==> src/rtl/rr_arbiter_mux.sv <==
// rtl/rr_arbiter_mux.sv - N-channel valid/ready mux with fixed-address or round-robin select and a one-entry output register
module rr_arbiter_mux #(
    parameter int WIDTH    = 8,
    parameter int CHANNELS = 4,
    parameter int SEL_W    = $clog2(CHANNELS)
) (
    input  logic                      clk,
    input  logic                      rst_n,
    input  logic                      mode,
    input  logic [SEL_W-1:0]          addr,
    input  logic [CHANNELS*WIDTH-1:0] in_data,
    input  logic [CHANNELS-1:0]       in_valid,
    output logic [CHANNELS-1:0]       in_ready,
    output logic [WIDTH-1:0]          out_data,
    output logic [SEL_W-1:0]          out_chan,
    output logic                      out_valid,
    input  logic                      out_ready
);

    logic [WIDTH-1:0]    r_out_data;
    logic [SEL_W-1:0]    r_out_chan;
    logic                r_out_valid;
    logic [SEL_W-1:0]    r_last_grant;

    logic                w_load_en;
    logic [SEL_W-1:0]    w_grant;
    logic                w_grant_valid;
    logic [WIDTH-1:0]    w_sel_data;
    logic [CHANNELS-1:0] w_in_ready;
    logic                w_xfer;
    int                  w_idx;

    // Output stage can accept a beat when empty or being drained this cycle
    assign w_load_en = !r_out_valid || out_ready;

    // Grant decision: exact address match in mux mode, first valid after last_grant in RR mode
    always_comb begin
        w_grant       = '0;
        w_grant_valid = 1'b0;
        w_idx         = 0;
        if (!mode) begin
            for (int i = 0; i < CHANNELS; i++) begin
                if (addr == SEL_W'(i) && in_valid[i]) begin
                    w_grant       = SEL_W'(i);
                    w_grant_valid = 1'b1;
                end
            end
        end else begin
            // Scan furthest offset first so the nearest valid channel after last_grant wins
            for (int k = CHANNELS; k >= 1; k--) begin
                w_idx = (int'(r_last_grant) + k) % CHANNELS;
                if (in_valid[w_idx]) begin
                    w_grant       = SEL_W'(w_idx);
                    w_grant_valid = 1'b1;
                end
            end
        end
    end

    // Steer the granted channel's data and raise only its ready; held low during reset
    always_comb begin
        w_sel_data = '0;
        w_in_ready = '0;
        for (int i = 0; i < CHANNELS; i++) begin
            if (w_grant == SEL_W'(i)) begin
                w_sel_data    = in_data[i*WIDTH +: WIDTH];
                w_in_ready[i] = rst_n && w_load_en && w_grant_valid;
            end
        end
    end

    assign w_xfer = |(w_in_ready & in_valid);

    // Output register: load on transfer (replacing any drained beat), otherwise clear valid on drain
    always_ff @(posedge clk or negedge rst_n) begin
        if (!rst_n) begin
            r_out_valid  <= 1'b0;
            r_out_data   <= '0;
            r_out_chan   <= '0;
            r_last_grant <= SEL_W'(CHANNELS - 1);
        end else if (w_xfer) begin
            r_out_valid  <= 1'b1;
            r_out_data   <= w_sel_data;
            r_out_chan   <= w_grant;
            r_last_grant <= w_grant;
        end else if (out_ready) begin
            r_out_valid  <= 1'b0;
        end
    end

    assign in_ready  = w_in_ready;
    assign out_data  = r_out_data;
    assign out_chan  = r_out_chan;
    assign out_valid = r_out_valid;

endmodule

==> config.mk <==
export PLATFORM = sky130hd
export DESIGN_NAME = rr_arbiter_mux
export DESIGN_NICKNAME = d
export VERILOG_FILES = /design/src/rtl/rr_arbiter_mux.sv
export SDC_FILE = /design/constraint.sdc
export NUM_CORES = 1
export LEC_CHECK = 0
export ABC_AREA = 1
export ABC_CLOCK_PERIOD_IN_PS = 5400
export BUFFER_PORTS_ARGS = -buffer_cell sky130_fd_sc_hd__clkbuf_2
export CAP_MARGIN = 10
export CORE_MARGIN = 2
export CORE_UTILIZATION = 40
export CTS_CLUSTER_DIAMETER = 40
export DETAILED_ROUTE_END_ITERATION = 8
export PLACE_DENSITY = 0.7
export SYNTH_ARGS = -nofsm -noshare
export SYNTH_HDL_FRONTEND = slang
export SYNTH_SLANG_ARGS = --single-unit
export TNS_END_PERCENT = 50
==> constraint.sdc <==
create_clock -name clk -period 5.4 [get_ports clk]
set_input_delay 0.27 -clock clk [delete_from_list [all_inputs] [get_ports clk]]
set_output_delay 0.27 -clock clk [all_outputs]
set_load 0.05 [all_outputs]
-- After elaboration in Yosys (flattened, before gate mapping)
Index checks and enable logic that the tools add are counted.
- reductions and logical operators: 16
- magnitude comparators: 4
- bitwise gates (word level): 5
- mux-type cells: 39
- add/sub/neg operators: 4
- eq/ne operators: 6
- operators with widths (operator ; number):
    two-way mux 8 bit ; 4
    two-way mux 1 bit ; 24
    less-than comparator 3 x 4 -> 1 bit, second input constant ; 4
    two-way mux 2 bit ; 7
    binary-select mux 1 bit (select 2 bit) ; 4
    equality test 2 bit, second input constant ; 4
    OR reduction 2 bit ; 4
    logical AND 1 bit ; 6
    adder 2 x 1 -> 2 bit, second input constant ; 2
    adder 2 bit, second input constant ; 2
    AND 1 bit, first input constant ; 4
    AND 4 bit ; 1
    equality test 2 x 1 -> 1 bit, second input constant ; 2
    zero test 2 bit ; 2
    OR reduction 4 bit ; 1
    nonzero test 2 bit ; 1
    zero test 1 bit ; 1
    logical OR 1 bit ; 1
- output and inout port bits: 15
- word-level logic and storage cells: 78
- input bits: 42
- register bits after elaboration: 13

-- Longest topological paths before layout
Gate-level depths: netlist of the first run.
- word-level depth: 16
- gate-level depth with buffers: 17
- depth with buffers taken out: 15

-- Worst setup path before layout of the first run
OpenSTA, ideal clock, no wires.
- path kind: register to output
- start point: register r_last_grant[0]
- end point: output port in_ready[1]
- arrival: 2.554 ns
- stages on the path, launching flop included: 12
- data required time: 5.130 ns
- slack: 2.576 ns
- path through: dfstp_2 buf_6 inv_8 nand2_1 nand2_1 and2_4 nor2_2 nand3_1 nand3_2 nand2_4 buf_8 nor3_1
- word-level cells in the longest chain between the ends: 11
- elaborated cells between the ends (all ways): 29
- those cells by class: add/sub (4); eq/ne (1); mux (23); reduce/logical (1)
- ends and longest elaborated chain (what ; RTL line ; text):
    from (decl) ; 23 ; logic [SEL_W-1:0] r_last_grant;
    from (signal assigned) ; 80 ; r_last_grant <= SEL_W'(CHANNELS - 1);
    from (signal assigned) ; 85 ; r_last_grant <= w_grant;
    adder 2 x 1 -> 2 bit ; 51 ; w_idx = (int'(r_last_grant) + k) % CHANNELS;
    binary-select mux 1 bit (select 2 bit) ; 52 ; if (in_valid[w_idx]) begin
    two-way mux 1 bit (implied by the code) (2 in a row) ; 52 ;
    two-way mux 2 bit / two-way mux 1 bit (equally long branches) (4 in a row) ; 52 ;
    two-way mux 2 bit / two-way mux 1 bit (equally long branches) ; 41 ; if (!mode) begin
    equality test 2 x 1 -> 1 bit / logical AND 1 bit (equally long branches) ; 65, 67 ;
    two-way mux 1 bit (*) ; 65 ; if (w_grant == SEL_W'(i)) begin
    to (decl) ; 13 ; output logic [CHANNELS-1:0] in_ready,
Every way passes the cells marked *; elsewhere a longest branch is shown, timed or not. The select of a mux whose other input is x is not followed.

-- Final worst setup path of the first run
- start point: register r_last_grant[0]
- end point: output port in_ready[2]
- word-level cells in the longest chain between the ends: 11
- elaborated cells between the ends (all ways): 29
- those cells by class: add/sub (4); eq/ne (1); mux (23); reduce/logical (1)
- ends and longest elaborated chain (what ; RTL line):
    adder 2 x 1 -> 2 bit ; 51
    binary-select mux 1 bit (select 2 bit) ; 52
    two-way mux 1 bit (implied by the code) (2 in a row) ; 52
    two-way mux 2 bit / two-way mux 1 bit (equally long branches) (4 in a row) ; 52
    two-way mux 2 bit / two-way mux 1 bit (equally long branches) ; 41
    equality test 2 bit / logical AND 1 bit (equally long branches) ; 65, 67
    two-way mux 1 bit (*) ; 65
Marked as above.

==> metrics.cfg, run 1 <==
[clock_network]
cts.repair.resized = 0
worst_skew_pair.late_latency_ns = 0.27
cts_num_sinks = 13
cts.hold.buffers_added = 1
clock_path_buffers = 2
path_clk_slew_ns = 0.07
cts_tree = yes
postCtsSetupRepairBufs = 0
cts-root-buf = sky130_fd_sc_hd__clkbuf_4
numCtsBuffers = 3
htree_num_levels = 1

[finish]
nets = 273
finalCoreUtilization = 0.5340
final_layout_size_suffix_gt1_frac = 0.4087
finish.cell_count_without_fillers = 261
flow.area_growth_from_synthesis_pct = 26.14
antenna_cells = 0

[power_and_ir_drop]
power_density_nw_per_um2 = 580.0
max-vdd-ir-drop_uv = 431.8
report.power.total_w = 0.0008614
power_leakage_nw = 0.8379

[setup_path]
critical_path.max_fanout = 19
worst_setup_path_end_kind = primary output
timing.critical_path.from_type = flop
critical-path-top-cell-by-count = sky130_fd_sc_hd__nand2_2
crit_path_top_delay_cell = sky130_fd_sc_hd__dfstp_2
crit_chain = inv_8 > nand2_2 > nand2_2 > nand2_2 > nand2_1 > nand2_2 > nand2_1 > nand2_1 > nand3_2 > nand2_4 > inv_1 > nor3_1 > clkbuf_2
largest_incremental_delay_on_the_critical_path_ns = 0.66
cp_data_arrival_time_ns = 2.41
crit_path_class = reg2out
critical_path_required_ns = 5.13
reg2regPathDepth = 14

[timing]
period_minus_slack_ns = 2.676
finalMaxSlewViolations = 0
setup_total_negative_slack_ns = 0
maxClockFrequency_mhz = 373.7
grt_setup_unrepaired = false
final_hold_slack_ns = 0.2060
report.final.setup_viol = 0
worst_slew_pin_slew_ns = 0.4573
finalHoldViolations = 0
final.period_utilization = 0.4956
finClkSkew_ns = 0.0007237
slew-limit-headroom = 0.6951

[synth]
syn-instance-count = 174
ys_ff_latch = 13
share_of_synthesized_area_occupied_by_flip_flops_and_latches = 0.2784
yosys.area_share.xor_xnor = 0
synth-compound-area-share = 0.09245
avgSynthCellArea_sq_um = 6.767
synthAdderAreaFrac = 0
synth_mux_area_frac = 0
total_nets_after_synthesis = 216
yosys_warnings = 0
synth.lib_cells_used.distinct = 31
share_of_synthesized_cell_area_in_and_or_nand_and_nor_gates = 0.5282
synth_top_family_by_area = simple AND/OR/NAND/NOR gates
syn_area_sq_um = 1177

[floorplanning]
die-area_sq_um = 3394
fp.coreArea_sq_um = 2781
placementRows = 19
die_height_um = 58.26
initial_core_util = 0.4233
chipWidth_um = 58.26
ios = 57

[flow_run]
maxCapViolations = 0

[drt]
routed_via_density = 4.881
drt-initial-drc-count = 33
finalWirelength_mm = 2.927
first_pass_iters = 4
post-route-drc-count = 0
antenna_violating_nets_post_route = 0
drt-wirelength-per-cell_um = 11.21
num_vias = 1274

[run_status]
status = finished, final reports clean

[place]
place.detailed.hpwl_mm = 2.365
placement.io_buffers = 56
routability_congestion_estimate = 0.8855
dp_cells = 256

[global_route]
first_global_vias = 1147
maximum_number_of_pins_on_one_net_before_global_route_repair = 24
grt_first_pass_wirelength_mm = 4.795
gr-usage-all-layers = 0.1810
antenna_violations_before_repair = 0
grt_overflow = 0

[hold_path]
worst_hold_path_type = in2reg
hold_path_depth = 2

==> cells in the mapped netlist <==
master / n / area, sq um
sky130_fd_sc_hd__o21ai_0: 5 / 25.02
sky130_fd_sc_hd__or2_0: 1 / 6.260
sky130_fd_sc_hd__buf_2: 2 / 10.01
sky130_fd_sc_hd__inv_2: 4 / 15.01
sky130_fd_sc_hd__a21oi_2: 1 / 8.760
sky130_fd_sc_hd__inv_1: 10 / 37.54
sky130_fd_sc_hd__nor2_1: 15 / 56.30
sky130_fd_sc_hd__o21ai_4: 1 / 16.27
sky130_fd_sc_hd__buf_6: 2 / 22.52
sky130_fd_sc_hd__a31oi_1: 1 / 6.260
sky130_fd_sc_hd__o31ai_1: 1 / 7.510
sky130_fd_sc_hd__nand2_4: 2 / 22.52
sky130_fd_sc_hd__buf_8: 1 / 15.01
sky130_fd_sc_hd__and2_4: 1 / 8.760
sky130_fd_sc_hd__nand4_1: 7 / 43.79
sky130_fd_sc_hd__o21ai_2: 1 / 8.760
sky130_fd_sc_hd__buf_4: 1 / 7.510
sky130_fd_sc_hd__nor2_4: 1 / 11.26
sky130_fd_sc_hd__nand3_2: 2 / 20.02
sky130_fd_sc_hd__nand3_1: 22 / 110.1
sky130_fd_sc_hd__nand2_2: 12 / 75.07
sky130_fd_sc_hd__a21oi_1: 1 / 5.000
sky130_fd_sc_hd__nand3_4: 1 / 17.52
sky130_fd_sc_hd__o311ai_4: 1 / 26.28
sky130_fd_sc_hd__nor3_1: 3 / 15.01
sky130_fd_sc_hd__dfstp_2: 2 / 52.55
sky130_fd_sc_hd__inv_8: 1 / 11.26
sky130_fd_sc_hd__o21ai_1: 1 / 5.000
sky130_fd_sc_hd__nand2_1: 56 / 210.2
sky130_fd_sc_hd__nor2_2: 4 / 25.02
sky130_fd_sc_hd__dfrtp_1: 11 / 275.3
==> cell type report <==
cell class	count	area (sq um)
clock buffers	4	26.28
fillers	276	1296
inverters	15	63.81
multi-input cells	140	730.7
flip-flops and latches	13	327.8
well taps	31	38.79
repair buffers	58	297.8
==> kinds of logic (layout without fill, tap and decap cells) <==
family / after synthesis / in the layout
AND/OR/NAND/NOR: 127 / 127
flip-flops: 13 / 13
AO/OA/AOI/OAI: 13 / 13
buffers and inverters: 21 / 77
==> worst max-delay path, delay by kind of cell (launching register included) <==
family	cells	cell delay (ns)
AND/OR/NAND/NOR	10	0.97
flip-flops	1	0.66
buffers and inverters	3	0.50
==> layout by cell type (no fill, tap or decap), types with 5 or more instances in the layout <==
master                     netlist  final
sky130_fd_sc_hd__o21ai_0         5      5
sky130_fd_sc_hd__nand2_2        12     12
sky130_fd_sc_hd__dfrtp_1        11     11
sky130_fd_sc_hd__clkbuf_2        0     56
sky130_fd_sc_hd__nor2_1         15     15
sky130_fd_sc_hd__nand2_1        56     56
sky130_fd_sc_hd__nand4_1         7      7
sky130_fd_sc_hd__nand3_1        22     22
sky130_fd_sc_hd__inv_1          10     10
==> sequential cells by signal (all words and copies together), names as in the netlist <==
register / flops
out_chan: 2
out_data: 8
out_valid: 1
r_last_grant: 2
==> metal layers <==
metal | track usage | wire (um) | up-vias
met5 | 0 | 0 | -
met4 | 0.06977 | 38 | 0
met3 | 0.02232 | 157 | 4
met2 | 0.2792 | 1350 | 32
met1 | 0.2580 | 1381 | 557
li1 | - | - | 681
==> power by group <==
| part | switching (W) | total, W | internal (W) |
|---|---|---|---|
| Combinational | 0.000441 | 0.000619 | 0.000178 |
| Clock | 0.0000295 | 0.0000581 | 0.0000286 |
| Sequential | 0.0000367 | 0.000184 | 0.000147 |
| Total | 0.000507 | 0.000861 | 0.000354 |
==> per-stage QoR <==
stage	setup WS [ns]	cell area, sq um
after floorplan	2.576	1177
after CTS	2.710	1485
final	2.724	1485
after global placement	3.025	1449
after global routing	2.547	1485
after detailed placement	3.021	1449
==> path summary, 6_finish.rpt <==
path | end | slack (ns) | start
max | in_ready[2] | 2.72 | r_last_grant[0]$_DFFE_PN1P_
min | out_valid$_DFFE_PN0P_ | 0.21 | out_ready
max reg2reg | out_data[3]$_DFFE_PN0P_ | 3.21 | r_last_grant[0]$_DFFE_PN1P_
min reg2reg | out_data[0]$_DFFE_PN0P_ | 0.48 | out_data[0]$_DFFE_PN0P_
max in group asynchronous | r_last_grant[1]$_DFFE_PN1P_ | 4.68 | rst_n
min in group asynchronous | out_data[0]$_DFFE_PN0P_ | 0.42 | rst_n
Power figures use the tool's default switching activity.
==> run 2: changes to the inputs <==
--- a/config.mk
+++ b/config.mk
@@ -6,7 +6,7 @@
 export NUM_CORES = 1
 export LEC_CHECK = 0
 export ABC_AREA = 1
-export ABC_CLOCK_PERIOD_IN_PS = 5400
+export ABC_CLOCK_PERIOD_IN_PS = 2700
 export BUFFER_PORTS_ARGS = -buffer_cell sky130_fd_sc_hd__clkbuf_2
 export CAP_MARGIN = 10
 export CORE_MARGIN = 2
==> constraint.sdc (replaced) <==
create_clock -name clk -period 2.7 [get_ports clk]
set_input_delay 0.135 -clock clk [delete_from_list [all_inputs] [get_ports clk]]
set_output_delay 0.135 -clock clk [all_outputs]
set_load 0.05 [all_outputs]
==> run 2 against run 1 <==
Via count grew 2.7%. Power grew 110%. Sequential share of layout area shrank 1.0 points. Clock-buffer cell count is the same. Cell area grew 5.0%. Non-clock buffer count grew 8. Global-route usage grew 0.19 points. Routed wire length grew 3.8%. Combinational power grew 110%. Register-to-register slack lost 2.8 ns. Largest power group unchanged.
==> metrics.cfg, run 2 (synthesized netlist as in run 1, its figures left out) <==
[finish]
final_common_cell = sky130_fd_sc_hd__nand2_1
multi_input_area_sq_um = 739.5
layout.area.seq_sq_um = 327.8
flow.area_growth_from_synthesis_pct = 32.41
antenna_cells = 0
mostFrequentLayoutCells = sky130_fd_sc_hd__nand2_1, sky130_fd_sc_hd__clkbuf_2, sky130_fd_sc_hd__nand3_1
largest_register_ff_count = 8
nets = 281
final_layout_size_suffix_gt1_frac = 0.4286
filler_cell_count = 278

[flow_run]
maxCapViolations = 0

[global_route]
grt_overflow = 0
grt_first_pass_wirelength_mm = 4.747
antenna_violations_before_repair = 0
gr-usage-all-layers = 0.1830
maximum_number_of_pins_on_one_net_before_global_route_repair = 20
first_global_vias = 1064

[setup_path]
reg2regPathDepth = 15
cp_data_arrival_time_ns = 2.36
critical_path.max_fanout = 19
crit_path_class = reg2out
worst_setup_path_end_kind = primary output
critical_path_required_ns = 2.57
timing.critical_path.from_type = flop

[power_and_ir_drop]
max-vdd-ir-drop_uv = 886.5
p_int_w = 0.0007627
power.share.combinational = 0.731
net-switching-power_w = 0.001053
power_density_nw_per_um2 = 1165
clkPwrFrac = 0.066
pwr-share-seq = 0.203
power_switching_share = 0.5800
power_leakage_nw = 0.8736

[floorplanning]
placementRows = 19
initial_core_util = 0.4233
die_height_um = 58.26
chipWidth_um = 58.26
ios = 57
fp.coreArea_sq_um = 2781
die-area_sq_um = 3394

[clock_network]
numCtsBuffers = 3
path_clk_slew_ns = 0.07
cts_num_sinks = 13
cts-root-buf = sky130_fd_sc_hd__clkbuf_4
cts_tree = yes
clock_path_buffers = 2
worst_skew_pair.late_latency_ns = 0.28
htree_num_levels = 1

[drt]
first_pass_iters = 4
routed_via_density = 4.866
total_routed_wire_length_on_the_met1_layer_mm = 1.418
antenna_violating_nets_post_route = 0
drt-initial-drc-count = 52
met3_length_um = 190
drt-wirelength-per-cell_um = 11.29
wl_met2_mm = 1.395
post-route-drc-count = 0
num_vias = 1309
highest_layer = met4
finalWirelength_mm = 3.037

[timing]
report.final.setup_viol = 0
finalHoldViolations = 0
period_minus_slack_ns = 2.497
worst_slack_ns = 0.2027
maxClockFrequency_mhz = 400.4
worst_slew_pin_slew_ns = 0.4647
finClkSkew_ns = 0.002786
setup_total_negative_slack_ns = 0
finalMaxSlewViolations = 0
grt_setup_unrepaired = false
slew-limit-headroom = 0.6895
final.period_utilization = 0.9249

[place]
placement.io_buffers = 56
place.detailed.hpwl_mm = 2.430
preCtsSetupSlack_ns = 0.4229
routability_congestion_estimate = 0.8777

[hold_path]
worst_hold_path_type = in2reg
hold_path_depth = 2

[run_status]
status = finished, final reports clean

run 2: changes by cell type in the layout (fill, tap and decap cells not counted), sizes merged:
cell  delta
buf      +8
run 2: final timing paths:
check	start	end	slack, ns
worst max-delay path	r_last_grant[0]$_DFFE_PN1P_	in_ready[0]	0.20
worst min-delay path	out_ready	out_valid$_DFFE_PN0P_	0.05
worst max register to register	r_last_grant[0]$_DFFE_PN1P_	out_data[3]$_DFFE_PN0P_	0.46
worst min register to register	out_data[1]$_DFFE_PN0P_	out_data[1]$_DFFE_PN0P_	0.48
max in group asynchronous	rst_n	r_last_grant[1]$_DFFE_PN1P_	2.14
min in group asynchronous	rst_n	out_data[0]$_DFFE_PN0P_	0.33
run 2: repair_timing:
item / 4_1_cts / 5_1_grt
hold buffers: 1 / 0
gates resized for setup: 0 / 5
setup buffers: 0 / 6
hold endpoints to repair: 11 / 0
endpoints found under the setup margin: 0 / 3
run 2: layout make-up:
cell class,count,share of cell area
multi-input cells,140,0.4743
repair buffers,66,0.2327
flip-flops and latches,13,0.2103
inverters,15,0.04093
well taps,31,0.02488
clock buffers,4,0.01685
run 2: per-stage QoR:
stage | util | hold slack (ns) | instance area (sq um) | cells | power [W]
2_1_floorplan | - | -0.1606 | 1177 | 174 | 0.001416
5_1_grt | 0.5605 | 0.04773 | 1559 | 269 | 0.001959
3_5_place_dp | 0.5263 | 0.1043 | 1464 | 258 | 0.001624
6_report | 0.5605 | 0.05093 | 1559 | 269 | 0.001816
3_3_place_gp | 0.5263 | 0.1056 | 1464 | 258 | 0.001622
4_1_cts | 0.5394 | 0.04529 | 1500 | 263 | 0.001752
run 2: critical path, stage by stage, from the launching register on:
cell and delay, ns:
sky130_fd_sc_hd__dfstp_2 0.66, sky130_fd_sc_hd__inv_8 0.07, sky130_fd_sc_hd__nand2_2 0.06, sky130_fd_sc_hd__nand2_2 0.07, sky130_fd_sc_hd__nand2_2 0.08, sky130_fd_sc_hd__nand2_1 0.08, sky130_fd_sc_hd__nand2_2 0.08, sky130_fd_sc_hd__nand2_1 0.04
sky130_fd_sc_hd__nand2_1 0.06, sky130_fd_sc_hd__nand3_2 0.15, sky130_fd_sc_hd__nand2_8 0.17, sky130_fd_sc_hd__inv_1 0.10, sky130_fd_sc_hd__nor3_1 0.19, sky130_fd_sc_hd__clkbuf_4 0.28
run 2: metal layers:
| layer | GRT usage | vias to the layer above |
|---|---|---|
| met5 | 0 | - |
| met4 | 0.06977 | 0 |
| met3 | 0.02902 | 4 |
| met2 | 0.2630 | 34 |
| met1 | 0.2736 | 571 |
| li1 | - | 700 |
run 2: power groups by stage:
stage	Clock, W	Combinational, W	Sequential (W)
floorplan	0	0.000816	0.000600
global placement	0	0.00125	0.000371
detailed placement	0	0.00125	0.000373
CTS	0.000124	0.00126	0.000369
global route	0.000135	0.00144	0.000380
finish	0.000120	0.00133	0.000369
==> run 3: changes to the inputs <==
==> constraint.sdc (replaced) <==
create_clock -name clk -period 2.7 [get_ports clk]
set_input_delay 0.54 -clock clk [delete_from_list [all_inputs] [get_ports clk]]
set_output_delay 0.54 -clock clk [all_outputs]
set_load 0.05 [all_outputs]
==> run 3 against run 2 <==
Fmax decreased by 5.5%. Cell area rose by 5.0%. Non-clock buffer count grew 3. Highest routed layer unchanged. Clock-buffer cell count unchanged.
==> metrics.cfg, run 3 (synthesized netlist as in run 1, its figures left out) <==
[setup_path]
timing.critical_path.from_type = flop
worst_setup_path_end_kind = primary output
critical_path_required_ns = 2.16
cp_data_arrival_time_ns = 2.10
reg2reg_to = out_data[4]$_DFFE_PN0P_
crit_path_class = reg2out
reg2regPathDepth = 15
timing.critical_path.from = r_last_grant[0]$_DFFE_PN1P_
critical_path.max_fanout = 8
reg2reg_from = r_last_grant[0]$_DFFE_PN1P_
crit_path_end = in_ready[0]
reg2reg_setup_slack_ns = 0.46

[drt]
num_vias = 1340
drt-initial-drc-count = 41
routed_via_density = 4.926
first_pass_iters = 4
wl_met2_mm = 1.481
antenna_violating_nets_post_route = 0
finalWirelength_mm = 3.244
highest_layer = met4
total_routed_wire_length_on_the_met1_layer_mm = 1.607
post-route-drc-count = 0
drt-wirelength-per-cell_um = 11.93
met3_length_um = 127

[place]
placement.cell_area_sq_um = 1506
place.detailed.hpwl_mm = 2.590
placement.io_buffers = 56
routability_congestion_estimate = 0.8984

[global_route]
maximum_number_of_pins_on_one_net_before_global_route_repair = 18
antenna_violations_before_repair = 0
gr-usage-all-layers = 0.1909
grt_first_pass_wirelength_mm = 4.988
grt_overflow = 0
first_global_vias = 1148

[timing]
period_minus_slack_ns = 2.643
worst_slew_pin_slew_ns = 0.3543
finClkSkew_ns = 0.002627
finalHoldViolations = 0
slew-limit-headroom = 0.7638
grt_setup_unrepaired = true
maxClockFrequency_mhz = 378.4
finalMaxSlewViolations = 0
final_hold_slack_ns = 0.2157
final.period_utilization = 0.9789
report.final.setup_viol = 0

[floorplanning]
chipWidth_um = 58.26
initial_core_util = 0.4233
placementRows = 19
die-area_sq_um = 3394
die_height_um = 58.26
ios = 57
fp.coreArea_sq_um = 2781

[clock_network]
numCtsBuffers = 3
htree_num_levels = 1
clock_path_buffers = 2
cts_num_sinks = 13
worst_skew_pair.late_latency_ns = 0.27
cts.hold.buffers_added = 0
path_clk_slew_ns = 0.08
cts_tree = yes
cts-root-buf = sky130_fd_sc_hd__clkbuf_4

[finish]
filler_cell_count = 288
layout.area.seq_sq_um = 327.8
nets = 284
final_common_cell = sky130_fd_sc_hd__nand2_1
finalCoreUtilization = 0.5884
flow.area_growth_from_synthesis_pct = 39.00
multi_input_area_sq_um = 768.2
final_layout_size_suffix_gt1_frac = 0.4689
antenna_cells = 0
cell_area_after_layout_sq_um = 1637
largest_register_ff_count = 8
mostFrequentLayoutCells = sky130_fd_sc_hd__nand2_1, sky130_fd_sc_hd__clkbuf_2, sky130_fd_sc_hd__nand3_1

[hold_path]
worst_hold_path_type = in2async

[power_and_ir_drop]
power_density_nw_per_um2 = 1169
power_leakage_nw = 0.9056
max-vdd-ir-drop_uv = 756.8

[run_status]
status = finished, final reports clean

[flow_run]
maxCapViolations = 0

==> run 3: changes by cell type in the layout (fill, tap and decap cells not counted), sizes merged <==
cell	before	now
buf	9	16
clkbuf	60	57
dlygate4sd3	1	0
==> run 3: layer usage <==
| metal | track usage | up-vias |
|---|---|---|
| met5 | 0 | - |
| met4 | 0.06312 | 0 |
| met3 | 0.02009 | 4 |
| met2 | 0.2744 | 32 |
| met1 | 0.2958 | 604 |
| li1 | - | 700 |
==> run 3: how the worst min path moves through the flow <==
stage | end | slack [ns] | depth (start not counted)
2_1_floorplan | out_chan[0]$_DFFE_PN0P_ | 0.24 | 0
3_3_place_gp | out_data[2]$_DFFE_PN0P_ | 0.47 | 2
3_5_place_dp | out_data[3]$_DFFE_PN0P_ | 0.46 | 2
5_1_grt | out_data[7]$_DFFE_PN0P_ | 0.23 | 2
6_report | out_data[4]$_DFFE_PN0P_ | 0.22 | 2
4_1_cts | out_data[0]$_DFFE_PN0P_ | 0.22 | 2
==> run 3: final cells by class <==
cell class	instances	area share
Inverter	15	0.04052
Clock buffer	4	0.01606
Tap cell	31	0.02370
Multi-Input combinational cell	140	0.4694
Timing Repair Buffer	69	0.2500
Sequential cell	13	0.2003
==> run 3: timing repair <==
action | in CTS | in global routing
setup buffers | 0 | 5
pin swaps | 0 | 4
gates resized for setup | 8 | 13
setup endpoints to repair | 3 | 4
==> run 3: report_power, final <==
part / leakage (nW) / total [W] / internal, W / switching (W)
Clock: 0.0150 / 0.000118 / 0.0000572 / 0.0000613
Sequential: 0.159 / 0.000373 / 0.000295 / 0.0000780
Combinational: 0.732 / 0.00142 / 0.000463 / 0.000958
Total: 0.906 / 0.00191 / 0.000816 / 0.00110
==> run 3: worst max-delay path: stages (launching register included) <==
cell,delay [ns]
sky130_fd_sc_hd__dfstp_2,0.67
sky130_fd_sc_hd__nand2_1,0.13
sky130_fd_sc_hd__nand2_4,0.10
sky130_fd_sc_hd__nand2_2,0.06
sky130_fd_sc_hd__nand2_2,0.08
sky130_fd_sc_hd__nand2_2,0.06
sky130_fd_sc_hd__nand3_1,0.07
sky130_fd_sc_hd__nand3_2,0.11
sky130_fd_sc_hd__nand2_4,0.11
sky130_fd_sc_hd__inv_4,0.05
sky130_fd_sc_hd__nor3_4,0.22
sky130_fd_sc_hd__buf_8,0.18
==> run 3: per-stage QoR <==
stage | setup slack, ns | total power (W) | std cells | TNS [ns]
floorplan | -0.3376 | 0.001420 | 174 | -0.6823
CTS | 0.005718 | 0.001828 | 267 | 0
global placement | 0.1632 | 0.001678 | 263 | 0
finish | 0.05704 | 0.001913 | 272 | 0
global route | -0.08444 | 0.002063 | 272 | -0.2509
detailed placement | 0.1958 | 0.001684 | 263 | 0
